**src/rtl/apb_gpio_master_arb_if.sv**
```systemverilog
`default_nettype none
// ============================================================================
// Module   : apb_gpio_master_arb_if
// Desc     : Requester handshake and APB bus bundle for apb_gpio_master_arb.
// Revision : 1.0 - initial release
// ============================================================================
interface apb_gpio_master_arb_if #(
    parameter int ADDR_W = 8,
    parameter int DATA_W = 8
);
    logic [1:0]          req_valid;
    logic [1:0]          req_write;
    logic [2*ADDR_W-1:0] req_addr;
    logic [2*DATA_W-1:0] req_wdata;
    logic [1:0]          req_ready;
    logic [1:0]          rsp_valid;
    logic [DATA_W-1:0]   rsp_rdata;
    logic                rsp_err;

    logic                PSEL;
    logic                PENABLE;
    logic [ADDR_W-1:0]   PADDR;
    logic                PWRITE;
    logic [DATA_W-1:0]   PWDATA;
    logic [DATA_W-1:0]   PRDATA;
    logic                PREADY;

    modport master (
        input  req_valid, req_write, req_addr, req_wdata, PRDATA, PREADY,
        output req_ready, rsp_valid, rsp_rdata, rsp_err,
               PSEL, PENABLE, PADDR, PWRITE, PWDATA
    );

    modport slave (
        output req_valid, req_write, req_addr, req_wdata, PRDATA, PREADY,
        input  req_ready, rsp_valid, rsp_rdata, rsp_err,
               PSEL, PENABLE, PADDR, PWRITE, PWDATA
    );
endinterface
`default_nettype wire

```
**src/rtl/apb_gpio_master_arb.sv**
```systemverilog
`default_nettype none
// ============================================================================
// Module   : apb_gpio_master_arb
// Desc     : Two-requester round-robin APB master in front of apb_gpio.
//            Optional ACCESS-phase timeout abort: define APB_TIMEOUT_EN.
// Revision : 1.0 - initial release
// ============================================================================
module apb_gpio_master_arb #(
    parameter int ADDR_W  = 8,
    parameter int DATA_W  = 8,
    parameter int TIMEOUT = 16
) (
    input  wire logic              PCLK,
    input  wire logic              PRESETn,
    apb_gpio_master_arb_if.master  bus
);

    typedef enum logic [1:0] {
        S_IDLE   = 2'd0,
        S_SETUP  = 2'd1,
        S_ACCESS = 2'd2
    } state_t;

    state_t              state_q;
    logic                gnt_q;
    logic                last_gnt_q;
    logic                psel_q;
    logic                penable_q;
    logic [ADDR_W-1:0]   paddr_q;
    logic                pwrite_q;
    logic [DATA_W-1:0]   pwdata_q;
    logic [1:0]          req_ready_q;
    logic [1:0]          rsp_valid_q;
    logic [DATA_W-1:0]   rsp_rdata_q;

    logic                gnt_d;
    logic [ADDR_W-1:0]   w_sel_addr;
    logic [DATA_W-1:0]   w_sel_wdata;
    logic                w_sel_write;

`ifdef APB_TIMEOUT_EN
    localparam int               CNT_W    = $clog2(TIMEOUT + 1);
    localparam logic [CNT_W-1:0] CNT_LAST = CNT_W'(TIMEOUT - 1);

    logic [CNT_W-1:0]    cnt_q;
    logic                rsp_err_q;

    assign bus.rsp_err = rsp_err_q;
`else
    logic                w_unused_timeout;

    assign w_unused_timeout = ^TIMEOUT;
    assign bus.rsp_err      = 1'b0;
`endif

    // Round-robin: on contention the requester not served last wins.
    always_comb begin
        gnt_d = 1'b0;
        case (bus.req_valid)
            2'b10:   gnt_d = 1'b1;
            2'b11:   gnt_d = ~last_gnt_q;
            default: gnt_d = 1'b0;
        endcase
    end

    assign w_sel_addr  = gnt_d ? bus.req_addr[2*ADDR_W-1:ADDR_W]  : bus.req_addr[ADDR_W-1:0];
    assign w_sel_wdata = gnt_d ? bus.req_wdata[2*DATA_W-1:DATA_W] : bus.req_wdata[DATA_W-1:0];
    assign w_sel_write = gnt_d ? bus.req_write[1]                 : bus.req_write[0];

    always_ff @(posedge PCLK) begin
        if (!PRESETn) begin
            state_q     <= S_IDLE;
            gnt_q       <= 1'b0;
            last_gnt_q  <= 1'b1;
            psel_q      <= 1'b0;
            penable_q   <= 1'b0;
            paddr_q     <= '0;
            pwrite_q    <= 1'b0;
            pwdata_q    <= '0;
            req_ready_q <= '0;
            rsp_valid_q <= '0;
            rsp_rdata_q <= '0;
`ifdef APB_TIMEOUT_EN
            cnt_q       <= '0;
            rsp_err_q   <= 1'b0;
`endif
        end else begin
            req_ready_q <= '0;
            rsp_valid_q <= '0;
            case (state_q)
                S_IDLE: begin
                    if (|bus.req_valid) begin
                        state_q     <= S_SETUP;
                        gnt_q       <= gnt_d;
                        last_gnt_q  <= gnt_d;
                        paddr_q     <= w_sel_addr;
                        pwrite_q    <= w_sel_write;
                        pwdata_q    <= w_sel_wdata;
                        psel_q      <= 1'b1;
                        penable_q   <= 1'b0;
                        req_ready_q <= {gnt_d, ~gnt_d};
`ifdef APB_TIMEOUT_EN
                        cnt_q       <= '0;
`endif
                    end
                end

                S_SETUP: begin
                    state_q   <= S_ACCESS;
                    penable_q <= 1'b1;
                end

                S_ACCESS: begin
                    if (bus.PREADY) begin
                        state_q     <= S_IDLE;
                        psel_q      <= 1'b0;
                        penable_q   <= 1'b0;
                        rsp_valid_q <= {gnt_q, ~gnt_q};
                        if (!pwrite_q) begin
                            rsp_rdata_q <= bus.PRDATA;
                        end
`ifdef APB_TIMEOUT_EN
                        rsp_err_q   <= 1'b0;
                    end else if (cnt_q == CNT_LAST) begin
                        // Limit reached with the slave still stalling: abort.
                        state_q     <= S_IDLE;
                        psel_q      <= 1'b0;
                        penable_q   <= 1'b0;
                        rsp_valid_q <= {gnt_q, ~gnt_q};
                        rsp_rdata_q <= {DATA_W{1'b1}};
                        rsp_err_q   <= 1'b1;
                    end else begin
                        cnt_q       <= cnt_q + CNT_W'(1);
`endif
                    end
                end

                default: begin
                    state_q   <= S_IDLE;
                    psel_q    <= 1'b0;
                    penable_q <= 1'b0;
                end
            endcase
        end
    end

    assign bus.PSEL      = psel_q;
    assign bus.PENABLE   = penable_q;
    assign bus.PADDR     = paddr_q;
    assign bus.PWRITE    = pwrite_q;
    assign bus.PWDATA    = pwdata_q;
    assign bus.req_ready = req_ready_q;
    assign bus.rsp_valid = rsp_valid_q;
    assign bus.rsp_rdata = rsp_rdata_q;

endmodule
`default_nettype wire

```
**src/flat_wrapper.sv**
```systemverilog
// flat-port wrapper written by rule: the top's interface ports become plain ports
module apb_gpio_master_arb_flat 
#(
    parameter int ADDR_W  = 8,
    parameter int DATA_W  = 8,
    parameter int TIMEOUT = 16
)
  (PCLK, PRESETn, bus_req_valid, bus_req_write, bus_req_addr, bus_req_wdata, bus_PRDATA, bus_PREADY, bus_req_ready, bus_rsp_valid, bus_rsp_rdata, bus_rsp_err, bus_PSEL, bus_PENABLE, bus_PADDR, bus_PWRITE, bus_PWDATA);
  apb_gpio_master_arb_if #(.ADDR_W(ADDR_W), .DATA_W(DATA_W)) bus_i ();
  input  wire logic PCLK;
  input  wire logic PRESETn;
  input wire logic [$bits(bus_i.req_valid)-1:0] bus_req_valid;
  input wire logic [$bits(bus_i.req_write)-1:0] bus_req_write;
  input wire logic [$bits(bus_i.req_addr)-1:0] bus_req_addr;
  input wire logic [$bits(bus_i.req_wdata)-1:0] bus_req_wdata;
  input wire logic [$bits(bus_i.PRDATA)-1:0] bus_PRDATA;
  input wire logic [$bits(bus_i.PREADY)-1:0] bus_PREADY;
  output wire logic [$bits(bus_i.req_ready)-1:0] bus_req_ready;
  output wire logic [$bits(bus_i.rsp_valid)-1:0] bus_rsp_valid;
  output wire logic [$bits(bus_i.rsp_rdata)-1:0] bus_rsp_rdata;
  output wire logic [$bits(bus_i.rsp_err)-1:0] bus_rsp_err;
  output wire logic [$bits(bus_i.PSEL)-1:0] bus_PSEL;
  output wire logic [$bits(bus_i.PENABLE)-1:0] bus_PENABLE;
  output wire logic [$bits(bus_i.PADDR)-1:0] bus_PADDR;
  output wire logic [$bits(bus_i.PWRITE)-1:0] bus_PWRITE;
  output wire logic [$bits(bus_i.PWDATA)-1:0] bus_PWDATA;
  assign bus_i.req_valid = bus_req_valid;
  assign bus_i.req_write = bus_req_write;
  assign bus_i.req_addr = bus_req_addr;
  assign bus_i.req_wdata = bus_req_wdata;
  assign bus_i.PRDATA = bus_PRDATA;
  assign bus_i.PREADY = bus_PREADY;
  assign bus_req_ready = bus_i.req_ready;
  assign bus_rsp_valid = bus_i.rsp_valid;
  assign bus_rsp_rdata = bus_i.rsp_rdata;
  assign bus_rsp_err = bus_i.rsp_err;
  assign bus_PSEL = bus_i.PSEL;
  assign bus_PENABLE = bus_i.PENABLE;
  assign bus_PADDR = bus_i.PADDR;
  assign bus_PWRITE = bus_i.PWRITE;
  assign bus_PWDATA = bus_i.PWDATA;
  apb_gpio_master_arb #(.ADDR_W(ADDR_W), .DATA_W(DATA_W), .TIMEOUT(TIMEOUT)) u_core (.PCLK(PCLK), .PRESETn(PRESETn), .bus(bus_i));
endmodule
```
**config.mk**
```make
export PLATFORM = sky130hd
export DESIGN_NAME = apb_gpio_master_arb_flat
export DESIGN_NICKNAME = d
export VERILOG_FILES = /design/src/rtl/apb_gpio_master_arb_if.sv /design/src/rtl/apb_gpio_master_arb.sv /design/src/flat_wrapper.sv
export SDC_FILE = /design/constraint.sdc
export NUM_CORES = 1
export LEC_CHECK = 0
export ABC_AREA = 1
export ABC_CLOCK_PERIOD_IN_PS = 1550
export BUFFER_PORTS_ARGS = -buffer_cell sky130_fd_sc_hd__buf_2
export CAP_MARGIN = 10
export CORE_MARGIN = 4
export CORE_UTILIZATION = 45
export DETAILED_ROUTE_END_ITERATION = 12
export GPL_TIMING_DRIVEN = 0
export PLACE_DENSITY = 0.77
export SYNTH_ARGS = -nofsm -noshare
export SYNTH_HDL_FRONTEND = slang
export SYNTH_SLANG_ARGS = --single-unit
export TNS_END_PERCENT = 1
```
**constraint.sdc**
```tcl
create_clock -name PCLK -period 1.55 [get_ports PCLK]
set_clock_uncertainty 0.15 [all_clocks]
set_input_delay 0.31 -clock PCLK [delete_from_list [all_inputs] [get_ports PCLK]]
set_output_delay 0.31 -clock PCLK [all_outputs]
set_load 0.01 [all_outputs]
```
Word level (Yosys, flattened, before mapping) --
Index checks and enable logic that the tools add are counted.
Storage, ports and cells: register bits after elaboration 35, output and inout port bits 32, word-level logic and storage cells 42
Operators by class: equal/unequal tests 6, muxes and demuxes 12, bitwise gates (word level) 5, reduce and logical (&&, ||, !) cells 8
Operator list (number):
- 2-to-1 mux 8 bit | 2
- AND reduction 3 bit | 4
- == test 2 bit (second input constant) | 3
- case mux 1 bit (3 select lines) | 2
- case mux 2 bit (3 select lines) | 1
- inverter 1 bit | 5
- 2-to-1 mux 1 bit | 4
- 2-to-1 mux 2 bit | 2
- AND reduction 2 bit | 2
- == test 2 x 1 -> 1 bit (second input constant) | 1
- zero test 2 bit | 1
- inequality test 2 x 1 -> 1 bit (second input constant) | 1
- inequality test 2 bit (second input constant) | 1
- case mux 1 bit (2 select lines) | 1
- OR reduction 2 bit | 1

Logic depth before layout (Yosys ltp) --
Gate-level depths: netlist (run 1).
word-level depth 3, mapped depth 8, gate-level depth less buffers 6

Least setup slack after synthesis (run 1) --
OpenSTA, ideal clock, no wires.
path kind flip-flop to flip-flop, from register, netlist name u_core.bus.PENABLE, to register u_core.rsp_rdata_q[2], in the netlist u_core.bus.rsp_rdata[2], arrival time 1007 ps, required time 1287 ps, slack 280 ps, stages on the path, launching flop included 7, path buffers 1, period minus slack after synthesis 1270 ps, path through dfxtp_1 -> nand2_1 -> nor2_4 -> buf_6 -> nand2_1 -> nand2_1 -> nor2_1
RTL lines:
- to (signal assigned) | line apb_gpio_master_arb.sv:120 | rsp_rdata_q <= bus.PRDATA;
- to (decl) | line apb_gpio_master_arb.sv:34 | logic [DATA_W-1:0] rsp_rdata_q;

==> results of run 1 <==
==> final cells by class <==
type,count,area (µm²)
Fill cell,371,1450
Tap cell,48,60.1
Buffer,14,109
Clock inverter,2,10.0
Sequential cell,34,681
Inverter,31,116
Timing Repair Buffer,76,380
Multi-Input combinational cell,180,843
Clock buffer,5,68.8
==> power by group <==
| part | internal [mW] | switching (mW) |
|---|---|---|
| registers | 0.966 | 0.0489 |
| logic | 0.271 | 0.371 |
| clock network | 0.301 | 0.314 |
==> stage by stage <==
stage               hold WS, ns   util  cell area (µm²)  setup slack [ns]  std cells
CTS                       0.167  0.610             2270             0.177        390
global route              0.176  0.610             2270            0.0688        390
global placement          0.296  0.589             2190             0.138        383
finish                    0.172  0.610             2270             0.171        390
floorplan                 0.272      -             1750             0.280        259
detailed placement        0.293  0.589             2190             0.145        383
==> how the worst max path moves through the flow <==
stage,from,end,slack [ns],depth (start not counted)
final,u_core.bus.PENABLE,u_core.bus.PWRITE,0.17,7
after global routing,u_core.bus.PENABLE,u_core.bus.PADDR[7],0.07,7
after CTS,u_core.bus.PENABLE,u_core.bus.PWRITE,0.18,7
after detailed placement,bus_req_valid[1],u_core.bus.PWRITE,0.14,5
after global placement,bus_req_valid[1],u_core.bus.PWRITE,0.14,5
after floorplan,u_core.bus.PENABLE,u_core.bus.rsp_rdata[2],0.28,6
==> layer usage <==
metal	wire length, µm	part of all wire
met2	1880	0.45
met1	1910	0.46
met5	0	0
met4	46	0.011
met3	332	0.080
==> sequential cells by signal, indices dropped and copies added (netlist names) <==
register and flops:
u_core.bus.PADDR 8, u_core.bus.PWDATA 8, u_core.bus.rsp_rdata 8, u_core.bus.req_ready 2, u_core.bus.rsp_valid 2, u_core.bus.PENABLE 1, u_core.bus.PSEL 1, u_core.bus.PWRITE 1
u_core.gnt_q 1, u_core.last_gnt_q 1, u_core.state_q 1
==> cell usage in the layout (no fill, tap or decap), types with 2 or more instances in the layout <==
cell type and count:
sky130_fd_sc_hd__buf_6 6, sky130_fd_sc_hd__dfxtp_1 34, sky130_fd_sc_hd__clkbuf_1 2, sky130_fd_sc_hd__nor2_4 2
sky130_fd_sc_hd__a21oi_1 2, sky130_fd_sc_hd__clkbuf_8 5, sky130_fd_sc_hd__clkinv_2 2, sky130_fd_sc_hd__buf_2 79
sky130_fd_sc_hd__inv_1 27, sky130_fd_sc_hd__nand2_1 68, sky130_fd_sc_hd__nand3_1 20, sky130_fd_sc_hd__inv_2 4
sky130_fd_sc_hd__a21boi_1 13, sky130_fd_sc_hd__buf_4 2, sky130_fd_sc_hd__nor2_1 52, sky130_fd_sc_hd__a21boi_0 4
sky130_fd_sc_hd__nor2_2 3, sky130_fd_sc_hd__nand2_2 11
==> synthesized netlist by cell type (all sizes together) <==
cell    count
a21oi       2
dfxtp      34
buf        12
conb        1
nor3        1
clkbuf      2
o21ai       1
nand3      20
nor2       58
nand2      80
inv        31
a21boi     17
==> kinds of logic (layout without fill, tap and decap cells) <==
group	Yosys count	after routing	synth area share
flops	34	34	0.389
compound gates	20	20	0.0815
buf+inv	45	128	0.129
simple gates	159	159	0.398
other cells	1	1	0.00214
==> worst min-delay path: stages <==
cell	delay [ns]
sky130_fd_sc_hd__buf_2	0.08
sky130_fd_sc_hd__inv_1	0.03
sky130_fd_sc_hd__nand2_1	0.05
sky130_fd_sc_hd__nand2_1	0.04
sky130_fd_sc_hd__nor2_1	0.06
==> Implementation_results.wiki, run 1 <==
{| class="wikitable"
! Metric !! Value
|-
| Master cell of the clock root buffer || sky130_fd_sc_hd__clkbuf_8
|-
| Worst-Skew Late Latency || 0.28 ns
|-
| Die width || 70.3 µm
|-
| Routed wire per std cell || 10.7 µm
|-
| IO buf count || 76
|-
| Synthesized instance count || 259
|-
| Cell count of the worst reg-to-reg path || 7
|-
| Total number of placement rows || 22
|-
| Element type at the critical path start || flip-flop
|-
| Worst Min Path Start || bus_PRDATA[4]
|-
| Summed instance area of the synthesized netlist || 0.00175 mm²
|-
| Pwr per Cell Area || 1000 mW/mm²
|-
| Routed via count || approximately 1,800
|-
| Vias/cell || 4.49
|-
| Resized cells post-CTS || 0
|-
| Syn_area_per_cell || 6.75 µm²
|-
| Post-synthesis sequential element count || 34
|-
| Worst hold path class || primary input to flip-flop
|-
| Biggest cell delay along the critical path || ~0.37 ns
|-
| Post-layout total power || between 2 and 2.5 mW
|-
| Met3 Resource Use GR || 0.0432
|-
| Hpwl dp || 3210 µm
|-
| Unrepaired setup endpoints after global routing || no
|-
| Quantity of hold-fixing buffers added after cts || 0
|-
| Setup TNS after final layout || 0 ns
|-
| Endpoint of the worst register-to-register path || u_core.bus.PWRITE
|-
| Total core area || around 0.0037 mm²
|-
| Worst path arrival time || 1.41 ns
|-
| Wire length of the first global-routing pass || 7100 µm
|-
| Total Routed Length || 4180 µm
|-
| Number of pins exceeding their max-slew limit in the final report || 0
|-
| Peak-usage layer in the global routing report || met2
|-
| Vias in the first global route || 1,670
|-
| Overall die area || 0.00495 mm²
|-
| Leakage component of the power || 1.25 nW
|-
| Final setup violation count || 0
|-
| Length of the first detailed-routing pass in iterations || 4
|-
| Nature of the critical path endpoint || flip-flop
|-
| Final period util || 0.890
|-
| Postcts setup bufs || 0
|-
| Worst setup path category || flip-flop to flip-flop
|-
| Max VDD drop || ~380 µV
|-
| Maximum number of pins on one net before global-route repair || 11
|-
| Synth top area share || 0.389
|-
| Proportion of layout cells with a drive suffix above 1 || 0.339
|-
| Die extent in y || 70.3 µm
|-
| Cell family with most CP delay || simple AND/OR/NAND/NOR gates
|-
| Reg-to-reg startpoint || u_core.bus.PENABLE
|-
| Dominant cells by area after synthesis || sky130_fd_sc_hd__dfxtp_1 (39%), sky130_fd_sc_hd__nand2_1 (15%), sky130_fd_sc_hd__nor2_1 (11%)
|-
| Global-route usage over all layers || 0.173
|-
| Minimum clock period after layout || 1.38 ns
|-
| Flop2flop setup slack || 0.17 ns
|-
| Maximum fanout count along the critical path || 10
|-
| Number of endpoints with negative hold slack in the final report || 0
|-
| Hold path endpoint || u_core.bus.rsp_rdata[4]
|-
| Worst Path Required || 1.58 ns
|-
| Clock tree from TritonCTS || built
|-
| Synth-to-Final Area Change || 29.7%
|-
| Met2 routing resource usage after global routing || 0.283
|-
| Met1 Resource Use GR || 0.225
|-
| Starting DRT DRC Count || 90
|-
| Cell type with the highest aggregate area in the netlist || sky130_fd_sc_hd__dfxtp_1
|-
| Clock-pin slew on the worst setup and hold paths || 0.07 ns
|-
| Cell with the largest stage delay on the worst path || sky130_fd_sc_hd__dfxtp_1
|-
| Critical path buffer and inverter count || 2
|-
| Fmax || 725 MHz
|-
| Residual DRC count || 0
|-
| Inserted Clock Buffers || 5
|-
| Starting density of the core || 0.471
|-
| Number of antenna violations at the first check in global routing || 0
|-
| Number of distinct library cell variants in the gate-level netlist after synthesis || 22
|-
| Clk sink count || 34
|-
| Synth Net Count || a little over 300
|-
| Antenna Nets Post-Route || 0
|-
| Warnings from Yosys || 0
|-
| Count of cells along the worst hold path || 5
|-
| Sequential share of the synthesized area || 0.389
|-
| IO Pins || 79
|-
| Critical path, cell by cell || inv_2 > nand2_1 > nor2_8 > buf_6 > nand2_1 > nor2_1 > nor2_1
|-
| Clock tree buffer depth || 2
|-
| Post-layout net count || 389
|-
| Deepest level of the CTS H-tree || 2
|-
| Run status || finished clean
|-
| Routability cong. || ~0.78
|-
| # diodes || 0
|-
| Number of max-cap violations || 0
|-
| Global route total overflow || 0
|}
Power figures use the tool's default switching activity.
==> run 2, diff against run 1 <==
--- a/config.mk
+++ b/config.mk
@@ -6,7 +6,7 @@
 export NUM_CORES = 1
 export LEC_CHECK = 0
 export ABC_AREA = 1
-export ABC_CLOCK_PERIOD_IN_PS = 1550
+export ABC_CLOCK_PERIOD_IN_PS = 1400
 export BUFFER_PORTS_ARGS = -buffer_cell sky130_fd_sc_hd__buf_2
 export CAP_MARGIN = 10
 export CORE_MARGIN = 4
==> constraint.sdc (replaced) <==
create_clock -name PCLK -period 1.4 [get_ports PCLK]
set_clock_uncertainty 0.15 [all_clocks]
set_input_delay 0.28 -clock PCLK [delete_from_list [all_inputs] [get_ports PCLK]]
set_output_delay 0.28 -clock PCLK [all_outputs]
set_load 0.01 [all_outputs]
==> run 2 against run 1 <==
  * Critical path depth unchanged
  * First-iteration DRC count fell by 18%
  * Wire length up 1.9%
  * Design area rose by 0.72%
  * Final cell count is 0.51% higher
  * Worst hold slack worse by 0.030 ns
  * Worst setup slack got worse by 0.063 ns
  * Sequential cell count unchanged
  * Via count increased by 0.51%
  * Global-route usage unchanged
  * Power increased by 12%
  * Critical path type unchanged
  * Critical endpoint unchanged
==> Implementation_results.wiki, run 2 (synthesis gave the netlist of run 1 again) <==
{| class="wikitable"
! Metric !! Value
|-
| Setup TNS after final layout || 0 ns
|-
| Residual DRC count || 0
|-
| Final period util || 0.923
|-
| Vias/cell || approximately 4.5
|-
| Area used by sequential logic in the layout || roughly 680 µm²
|-
| Pwr per Cell Area || 1110 mW/mm²
|-
| Overall die area || 0.00495 mm²
|-
| Synth-to-Final Area Change || 30.6%
|-
| Run status || finished clean
|-
| Max layer used || met4
|-
| Sequential power share || 0.443
|-
| Net Sw Power || about 820 µW
|-
| Inserted Clock Buffers || 5
|-
| Clock tree from TritonCTS || built
|-
| Routability cong. || ~0.78
|-
| Hpwl dp || 3210 µm
|-
| Number of instances in the placed design || 383
|-
| Starting DRT DRC Count || 74
|-
| Starting density of the core || 0.471
|-
| Leading cell type in the layout, fill and taps excluded || sky130_fd_sc_hd__buf_2
|-
| Final setup violation count || 0
|-
| Count of cells along the worst hold path || 5
|-
| Routed wire per std cell || 10.9 µm
|-
| Area used by multi-input combinational logic || 843 µm²
|-
| Number of pins exceeding their max-slew limit in the final report || 0
|-
| IO Pins || 79
|-
| Total core area || 0.00372 mm²
|-
| Clock tree buffer depth || 2
|-
| Reg-to-reg startpoint || u_core.bus.PENABLE
|-
| Proportion of layout cells with a drive suffix above 1 || 0.346
|-
| Worst hold path class || primary input to flip-flop
|-
| Worst path arrival time || 1.32 ns
|-
| Global route total overflow || 0
|-
| Maximum fanout count along the critical path || 10
|-
| FILL cells || 368
|-
| Commonest cells after routing, fill and taps aside || sky130_fd_sc_hd__buf_2 (79), sky130_fd_sc_hd__nand2_1 (68), sky130_fd_sc_hd__nor2_1 (52)
|-
| IO buf count || between 70 and 80
|-
| Worst Path Required || 1.43 ns
|-
| Deepest level of the CTS H-tree || 2
|-
| Die extent in y || about 70 µm
|-
| Number of antenna violations at the first check in global routing || 0
|-
| Max VDD drop || roughly 420 µV
|-
| Global-route usage over all layers || 0.173
|-
| Gate power share || 0.287
|-
| Post-layout net count || 391
|-
| Nature of the critical path endpoint || flip-flop
|-
| Worst setup path category || flip-flop to flip-flop
|-
| Cell count of the worst reg-to-reg path || 7
|-
| Met2 WL || 1890 µm
|-
| Wire length on met1 || 1950 µm
|-
| Vias in the first global route || around 1,700
|-
| Number of endpoints with negative hold slack in the final report || 0
|-
| Total number of placement rows || 22
|-
| Maximum number of pins on one net before global-route repair || 11
|-
| Hold path endpoint || u_core.bus.rsp_rdata[4]
|-
| Antenna Nets Post-Route || 0
|-
| Minimum clock period after layout || between 1 and 1.5 ns
|-
| Element type at the critical path start || flip-flop
|-
| Wire length of the first global-routing pass || between 7000 and 8000 µm
|-
| Switching fraction of total power || 0.324
|-
| # diodes || 0
|-
| Die width || 70.3 µm
|-
| Flop2flop setup slack || between 0.1 and 0.15 ns
|-
| Total Routed Length || 4250 µm
|-
| Number of max-cap violations || 0
|-
| Length of the first detailed-routing pass in iterations || 4
|-
| Endpoint of the worst register-to-register path || u_core.bus.PWRITE
|-
| Origin of the worst setup path || u_core.bus.PENABLE
|-
| Pint || 1.72 mW
|-
| Clock-pin slew on the worst setup and hold paths || approximately 0.070 ns
|-
| Met3 wire length || 363 µm
|-
| Fmax || 774 MHz
|-
| Leakage component of the power || 1.26 nW
|-
| Routed via count || 1,761
|-
| Worst Min Path Start || bus_PRDATA[4]
|-
| Clock network power share || 0.270
|-
| Worst-Skew Late Latency || 0.28 ns
|-
| Unrepaired setup endpoints after global routing || no
|-
| Clk sink count || 34
|-
| Master cell of the clock root buffer || sky130_fd_sc_hd__clkbuf_8
|-
| Post-layout instance count excluding filler cells || 392
|}
run 2: worst max-delay path by stage:
stage                         endpoint  slack [ns]  cells after the start
2_1_floorplan  u_core.bus.rsp_rdata[2]        0.13                      6
3_3_place_gp         u_core.bus.PWRITE        0.02                      5
3_5_place_dp         u_core.bus.PWRITE        0.02                      5
4_1_cts              u_core.bus.PWRITE        0.03                      7
5_1_grt            u_core.bus.PADDR[7]        0.03                      7
6_report             u_core.bus.PWRITE        0.11                      7
run 2: critical path, cell delays in order (launching register included):
cell                      delay, ns
sky130_fd_sc_hd__dfxtp_2       0.36
sky130_fd_sc_hd__inv_2         0.05
sky130_fd_sc_hd__nand2_1       0.12
sky130_fd_sc_hd__nor2_8        0.15
sky130_fd_sc_hd__buf_6         0.14
sky130_fd_sc_hd__nand2_1       0.05
sky130_fd_sc_hd__nor2_1        0.11
sky130_fd_sc_hd__nor2_1        0.05
run 2: metal layers:
metal  GRT usage  vias up
met4      0.0511        0
li1            -      943
met1       0.225      746
met5           0        -
met3      0.0432        5
met2       0.283       67
run 2: power groups by stage:
stage / Clock [mW] / Sequential (mW) / Combinational, mW
floorplan: 0 / 1.19 / 0.431
global route: 0.735 / 1.14 / 0.825
CTS: 0.699 / 1.12 / 0.719
global placement: 0 / 1.14 / 0.707
detailed placement: 0 / 1.14 / 0.716
finish: 0.686 / 1.12 / 0.728
run 2: final cells by class:
class / instances / share of cell area
inverter: 31 / 0.0509
clock buffer: 5 / 0.0301
clock inverter: 2 / 0.00438
tap: 48 / 0.0263
multi-input combinational: 180 / 0.369
buffer: 14 / 0.0476
timing repair buffer: 78 / 0.173
sequential: 34 / 0.298
run 2: what timing repair did:
item / 4_1_cts / 5_1_grt
endpoints found under the setup margin: 0 / 14
endpoints found under the hold margin: 0 / 0
buffers inserted: 0 / 2
hold buffers: 0 / 0
resized for setup: 0 / 1
run 2: through the flow:
step                      hold WS [ns]  area, µm²  total power [mW]  utilization  setup slack (ns)
final                            0.141       2280              2.54        0.615             0.108
after global routing             0.146       2280              2.70        0.615            0.0293
after CTS                        0.137       2270              2.54        0.610            0.0269
after detailed placement         0.293       2190              1.86        0.589            0.0245
after global placement           0.296       2190              1.85        0.589            0.0183
after floorplan                  0.272       1750              1.62            -             0.130
